**src/rtl/timer_deadline_scheduler.sv**
```systemverilog
// timer_deadline_scheduler
//   Holds NR_SLOTS 64-bit deadlines against a free-running mtime. A scan
//   pointer visits one slot per cycle: armed slots whose deadline has been
//   reached fire (expired_o pulse, sticky pending bit), and the rest are
//   folded into a running minimum. That minimum is published on
//   next_*_o once per full pass. Host updates go through a req/gnt
//   handshake that takes the FSM through a one-cycle UPDATE state.
//
// Ports
//   clk_i, rst_i        clock, synchronous active-high reset
//   time_i              current mtime (unsigned 64-bit)
//   req_i/gnt_o         slot update request / one-cycle accept pulse
//   arm_i, slot_i,      update payload: arm (1) or disarm (0) slot_i,
//   deadline_i            storing deadline_i on arm
//   ack_i               per-slot clear of pending_o
//   expired_o           per-slot one-cycle expiry pulse
//   pending_o, irq_o    sticky expiry flags and their OR
//   next_valid_o,       earliest armed deadline seen during the last
//   next_deadline_o,      complete pass and the slot holding it
//   next_slot_o
module timer_deadline_scheduler #(
    parameter int NR_SLOTS = 4,
    parameter int SW       = $clog2(NR_SLOTS)
) (
    input  logic                clk_i,
    input  logic                rst_i,
    input  logic [63:0]         time_i,
    input  logic                req_i,
    input  logic                arm_i,
    input  logic [SW-1:0]       slot_i,
    input  logic [63:0]         deadline_i,
    output logic                gnt_o,
    input  logic [NR_SLOTS-1:0] ack_i,
    output logic [NR_SLOTS-1:0] expired_o,
    output logic [NR_SLOTS-1:0] pending_o,
    output logic                irq_o,
    output logic                next_valid_o,
    output logic [63:0]         next_deadline_o,
    output logic [SW-1:0]       next_slot_o
);

    typedef enum logic {SCAN, UPDATE} state_e;

    localparam logic [SW-1:0] LAST_IDX = SW'(NR_SLOTS - 1);

    state_e              state_q, state_d;
    logic [SW-1:0]       idx_q, idx_d;
    logic [NR_SLOTS-1:0] armed_q, armed_d;
    logic [NR_SLOTS-1:0] pending_q, pending_d;
    logic [63:0]         dl_q [NR_SLOTS];
    logic                dl_we;

    // running minimum of the pass in progress
    logic                min_vld_q, min_vld_d;
    logic [63:0]         min_val_q, min_val_d;
    logic [SW-1:0]       min_slot_q, min_slot_d;

    // published result of the last complete pass
    logic                nxt_vld_q, nxt_vld_d;
    logic [63:0]         nxt_val_q, nxt_val_d;
    logic [SW-1:0]       nxt_slot_q, nxt_slot_d;

    // minimum including the slot evaluated this cycle
    logic                f_vld;
    logic [63:0]         f_val;
    logic [SW-1:0]       f_slot;

    logic                expire;
    logic                gnt;
    logic [NR_SLOTS-1:0] exp_mask;

    always_comb begin
        state_d    = state_q;
        idx_d      = idx_q;
        armed_d    = armed_q;
        min_vld_d  = min_vld_q;
        min_val_d  = min_val_q;
        min_slot_d = min_slot_q;
        nxt_vld_d  = nxt_vld_q;
        nxt_val_d  = nxt_val_q;
        nxt_slot_d = nxt_slot_q;
        f_vld      = min_vld_q;
        f_val      = min_val_q;
        f_slot     = min_slot_q;
        expire     = 1'b0;
        exp_mask   = '0;
        gnt        = 1'b0;
        dl_we      = 1'b0;

        case (state_q)
            SCAN: begin
                expire = armed_q[idx_q] && (time_i >= dl_q[idx_q]);
                if (expire) begin
                    exp_mask[idx_q] = 1'b1;
                    armed_d[idx_q]  = 1'b0;
                end else if (armed_q[idx_q] && (!min_vld_q || dl_q[idx_q] < min_val_q)) begin
                    // strict compare: slots are visited in ascending order,
                    // so an equal later deadline never displaces an earlier slot
                    f_vld  = 1'b1;
                    f_val  = dl_q[idx_q];
                    f_slot = idx_q;
                end
                min_vld_d  = f_vld;
                min_val_d  = f_val;
                min_slot_d = f_slot;
                if (idx_q == LAST_IDX) begin
                    // an empty pass publishes valid=0, all-ones, slot 0
                    nxt_vld_d  = f_vld;
                    nxt_val_d  = f_val;
                    nxt_slot_d = f_slot;
                    min_vld_d  = 1'b0;
                    min_val_d  = '1;
                    min_slot_d = '0;
                end
                idx_d = idx_q + 1'b1;   // power-of-two slot count wraps for free
                if (req_i) state_d = UPDATE;
            end
            UPDATE: begin
                gnt = 1'b1;
                if (arm_i) begin
                    dl_we           = 1'b1;
                    armed_d[slot_i] = 1'b1;
                end else begin
                    armed_d[slot_i] = 1'b0;
                end
                // restart the pass so the published minimum reflects the update
                state_d    = SCAN;
                idx_d      = '0;
                min_vld_d  = 1'b0;
                min_val_d  = '1;
                min_slot_d = '0;
            end
            default: state_d = SCAN;
        endcase

        // a new expiry wins over an ack of the same slot
        pending_d = (pending_q & ~ack_i) | exp_mask;
    end

    always_ff @(posedge clk_i) begin
        if (rst_i) begin
            state_q    <= SCAN;
            idx_q      <= '0;
            armed_q    <= '0;
            pending_q  <= '0;
            min_vld_q  <= 1'b0;
            min_val_q  <= '1;
            min_slot_q <= '0;
            nxt_vld_q  <= 1'b0;
            nxt_val_q  <= '1;
            nxt_slot_q <= '0;
        end else begin
            state_q    <= state_d;
            idx_q      <= idx_d;
            armed_q    <= armed_d;
            pending_q  <= pending_d;
            min_vld_q  <= min_vld_d;
            min_val_q  <= min_val_d;
            min_slot_q <= min_slot_d;
            nxt_vld_q  <= nxt_vld_d;
            nxt_val_q  <= nxt_val_d;
            nxt_slot_q <= nxt_slot_d;
        end
    end

    // deadline storage is not reset; it is only read while armed
    always_ff @(posedge clk_i) begin
        if (!rst_i && dl_we) dl_q[slot_i] <= deadline_i;
    end

    // reset masks the pulses so an in-flight request is dropped silently
    assign gnt_o           = gnt & ~rst_i;
    assign expired_o       = exp_mask & {NR_SLOTS{~rst_i}};
    assign pending_o       = pending_q;
    assign irq_o           = |pending_q;
    assign next_valid_o    = nxt_vld_q;
    assign next_deadline_o = nxt_val_q;
    assign next_slot_o     = nxt_slot_q;

endmodule

```
**config.mk**
```make
export PLATFORM = sky130hd
export DESIGN_NAME = timer_deadline_scheduler
export DESIGN_NICKNAME = d
export VERILOG_FILES = /design/src/rtl/timer_deadline_scheduler.sv
export SDC_FILE = /design/constraint.sdc
export NUM_CORES = 1
export LEC_CHECK = 0
export CORE_MARGIN = 3
export CORE_UTILIZATION = 57
export CTS_CLUSTER_SIZE = 30
export DETAILED_ROUTE_END_ITERATION = 7
export GPL_ROUTABILITY_DRIVEN = 0
export PLACE_DENSITY = 0.81
export SYNTH_ARGS = -nofsm -noshare
export SYNTH_HDL_FRONTEND = slang
export SYNTH_SLANG_ARGS = --single-unit
```
**constraint.sdc**
```tcl
create_clock -name clk_i -period 10.85 [get_ports clk_i]
set_input_delay 2.7125 -clock clk_i [delete_from_list [all_inputs] [get_ports clk_i]]
set_output_delay 2.7125 -clock clk_i [all_outputs]
set_load 0.005 [all_outputs]
```
==> summary.txt <==
Power
  – Power Dens Cells: 150 mW/mm^2
  – Max VDD drop: 0.127 mV
  – Leak Pwr: 8.74 nW

Finish
  – Layout cell share with drive strength beyond 1: 8.87%
  – Filler Cells Inserted: 2,370
  – Reg area: 0.0106 mm^2
  – Finished Layout Cells: 2,406
  – Net count, final: 2,197
  – Footprint of the multi-input gates: 0.00768 mm^2
  – Area Overhead vs Synth: 20.1%

Clocking
  – TritonCTS clock tree: yes
  – Clk slew on worst S/H paths: 60 ps
  – TritonCTS Buffers: 41
  – H-tree depth: 2
  – Root Buffer Master: clkbuf_16
  – Hold_buf cts: 0
  – CTS Buffer Depth: 3
  – # Post-CTS Setup Buffers: 0
  – Clock sink total: 401
  – CTS-repair resized insts: 0
  – Clk_lat worst skew: 540 ps

Timing
  – Final min period: 9510 ps
  – Setup_tns: 0 ps
  – Tcrit/Tclk final: 87.6%
  – Slew Viols, Final: 0
  – Slew headroom: 20.3%
  – Final hold vios: 0
  – Worst Tran Pin Value: 1180 ps
  – Worst Skew: 18.8 ps
  – Final setup viols: 0
  – Maximum clock rate: 105 MHz
  – RSZ-0062 raised after global routing: no

Critical path
  – CP Capture Type: primary output
  – Worst Path Arrival: 6800 ps
  – Setup crit start kind: input pin
  – Worst-path fanout max: 6
  – Worst Path Required: 8140 ps
  – Critical path class: in -> out

Die
  – Ports: 215
  – Die W: 190 um
  – Die height: 190 um
  – Die area: 0.0360 mm^2
  – Total core area: 0.0329 mm^2
  – Row count: 66
  – Initial core utilization: 58.5%

Place
  – Cells after DPL: 2,327
  – DP Wirelength: 33.3 mm
  – Port bufs: 214

Global routing
  – Global-route wire length before repair: 78.6 mm
  – Vias in the first global route: 14,100
  – Grt ovf: 0
  – Largest net degree at the start of global routing: 105
  – Antenna violations before repair: 5
  – GRT Total Usage: 27.8%

Detailed routing
  – DR vias: 14,813
  – Final wirelength: 51.4 mm
  – Detail Route Antenna Nets: 0
  – First DRT Iteration DRCs: 1,600
  – Number of remaining DRC errors: 0
  – Pre-Repair DR Iteration Count: 5
  – Post-DR vias/cell: 6.16
  – Post-DR wirelength/cell: 21.4 um

Run status
  – Run status: complete, no violations

Logic synthesis
  – Yosys reg bits: 401
  – Yosys warns: 0
  – Post-Syn Area per Cell: 10.9 um^2
  – Top cells by area, synth: edfxtp_1, dfxtp_1, ha_1
  – Post-synth top flop: edfxtp_1
  – Area leader, netlist: edfxtp_1
  – Synth Cell Area: 0.0192 mm^2
  – Yosys cell types: 48
  – Post-synth EDFFs: 256
  – Post-synthesis instance total: 1,757
  – Post-Synthesis Net Count: 2,026
  – Seq/Total Area, Yosys: 55.1%
  – Most frequent cells after synthesis: edfxtp_1, nor3_1, nand2_1, o21ai_0, dfxtp_1
  – Asr flop ratio synth: 0%
  – Most common cell in the netlist: edfxtp_1
  – Synth top area share: 40.0%

Job
  – Max Cap Viol: 0

Hold path
  – HP Class: reg -> reg
## sequential cells by signal, summed over array words and instances (netlist names), named ones only
| register | flops |
|---|---|
| pending_o | 4 |
| next_slot_o | 2 |
| min_val_q | 64 |
| min_vld_q | 1 |
| state_q | 1 |
| next_deadline_o | 64 |
| dl_q | 256 |
| next_valid_o | 1 |
| min_slot_q | 2 |
| idx_q | 2 |
## path summary, 6_finish.rpt
check	startpoint	endpoint	slack, ps	depth (start not counted)
min	min_slot_q[1]	min_slot_q[1]	480	2
min reg2reg	min_slot_q[1]	min_slot_q[1]	480	2
max reg2reg	idx_q[1]	next_slot_o[0]	4150	13
max	time_i[47]	expired_o[0]	1340	11
## layer usage
metal | global-route usage (%) | up-vias | wire (um)
li1 | - | 6839 | -
met1 | 38.2 | 7129 | 21200
met2 | 44.2 | 721 | 23800
met3 | 6.08 | 120 | 4850
met4 | 9.38 | 4 | 1550
met5 | 0 | - | 23
## stage by stage
step / hold slack [ps] / utilization, % / area [um^2] / power [mW] / setup WS (ps)
6_report: 475 / 70.3 / 23100 / 3.47 / 1340
5_1_grt: 500 / 70.3 / 23100 / 3.58 / 1120
4_1_cts: 471 / 70.3 / 23100 / 3.48 / 1400
3_5_place_dp: 461 / 66.0 / 21700 / 2.05 / 1430
3_3_place_gp: 450 / 66.0 / 21700 / 2.04 / 1620
2_1_floorplan: 443 / - / 19200 / 1.90 / 2420
## area by class of cell
cell class | count | area share [%]
clock buffer | 48 | 4.92
sequential | 401 | 45.9
clock inverter | 28 | 1.08
tap | 442 | 2.39
inverter | 139 | 2.26
timing repair buffer | 241 | 10.2
antenna | 3 | 0.0325
multi-input combinational | 1104 | 33.3
## kinds of logic after synthesis
| family | count (synthesis) | share of synthesized area (%) |
|---|---|---|
| flops | 401 | 55.1 |
| compound gates | 387 | 12.6 |
| mux | 132 | 7.41 |
| fa+ha+maj | 131 | 8.52 |
| buf+inv | 252 | 5.29 |
| simple gates | 454 | 11.1 |
## cells in the final DEF, fill, tap and decap left out, types with 5 or more instances in the layout
cell type / n
nor3b_1: 6
o21ai_0: 152
a21oi_1: 51
o21a_1: 6
mux2i_1: 67
o211ai_1: 70
edfxtp_1: 256
clkinv_1: 8
nor3_1: 201
nand2b_1: 7
mux2_2: 63
clkinv_2: 10
clkdlybuf4s50_1: 213
nand2_1: 159
nor2_1: 19
ha_1: 131
inv_1: 138
a211oi_1: 77
nand3_1: 18
buf_4: 27
dfxtp_1: 144
nor2b_1: 5
clkbuf_16: 44
nand4_1: 19
## report_power, final
group	switching, mW	total (mW)	internal, mW
Clock	0.586	1.43	0.848
Combinational	0.228	0.382	0.155
Sequential	0.0157	1.65	1.63
Total	0.829	3.47	2.64
## critical path: stages
cell             delay [ps]
clkdlybuf4s50_1         450
ha_1                    360
nand4_1                 150
or4_1                   690
or4_1                   570
o32ai_1                 320
nor3_1                  230
nor2_1                  320
nand2_1                 170
nor3b_1                 250
clkdlybuf4s50_1         550
(Power assumes the default switching activity.)
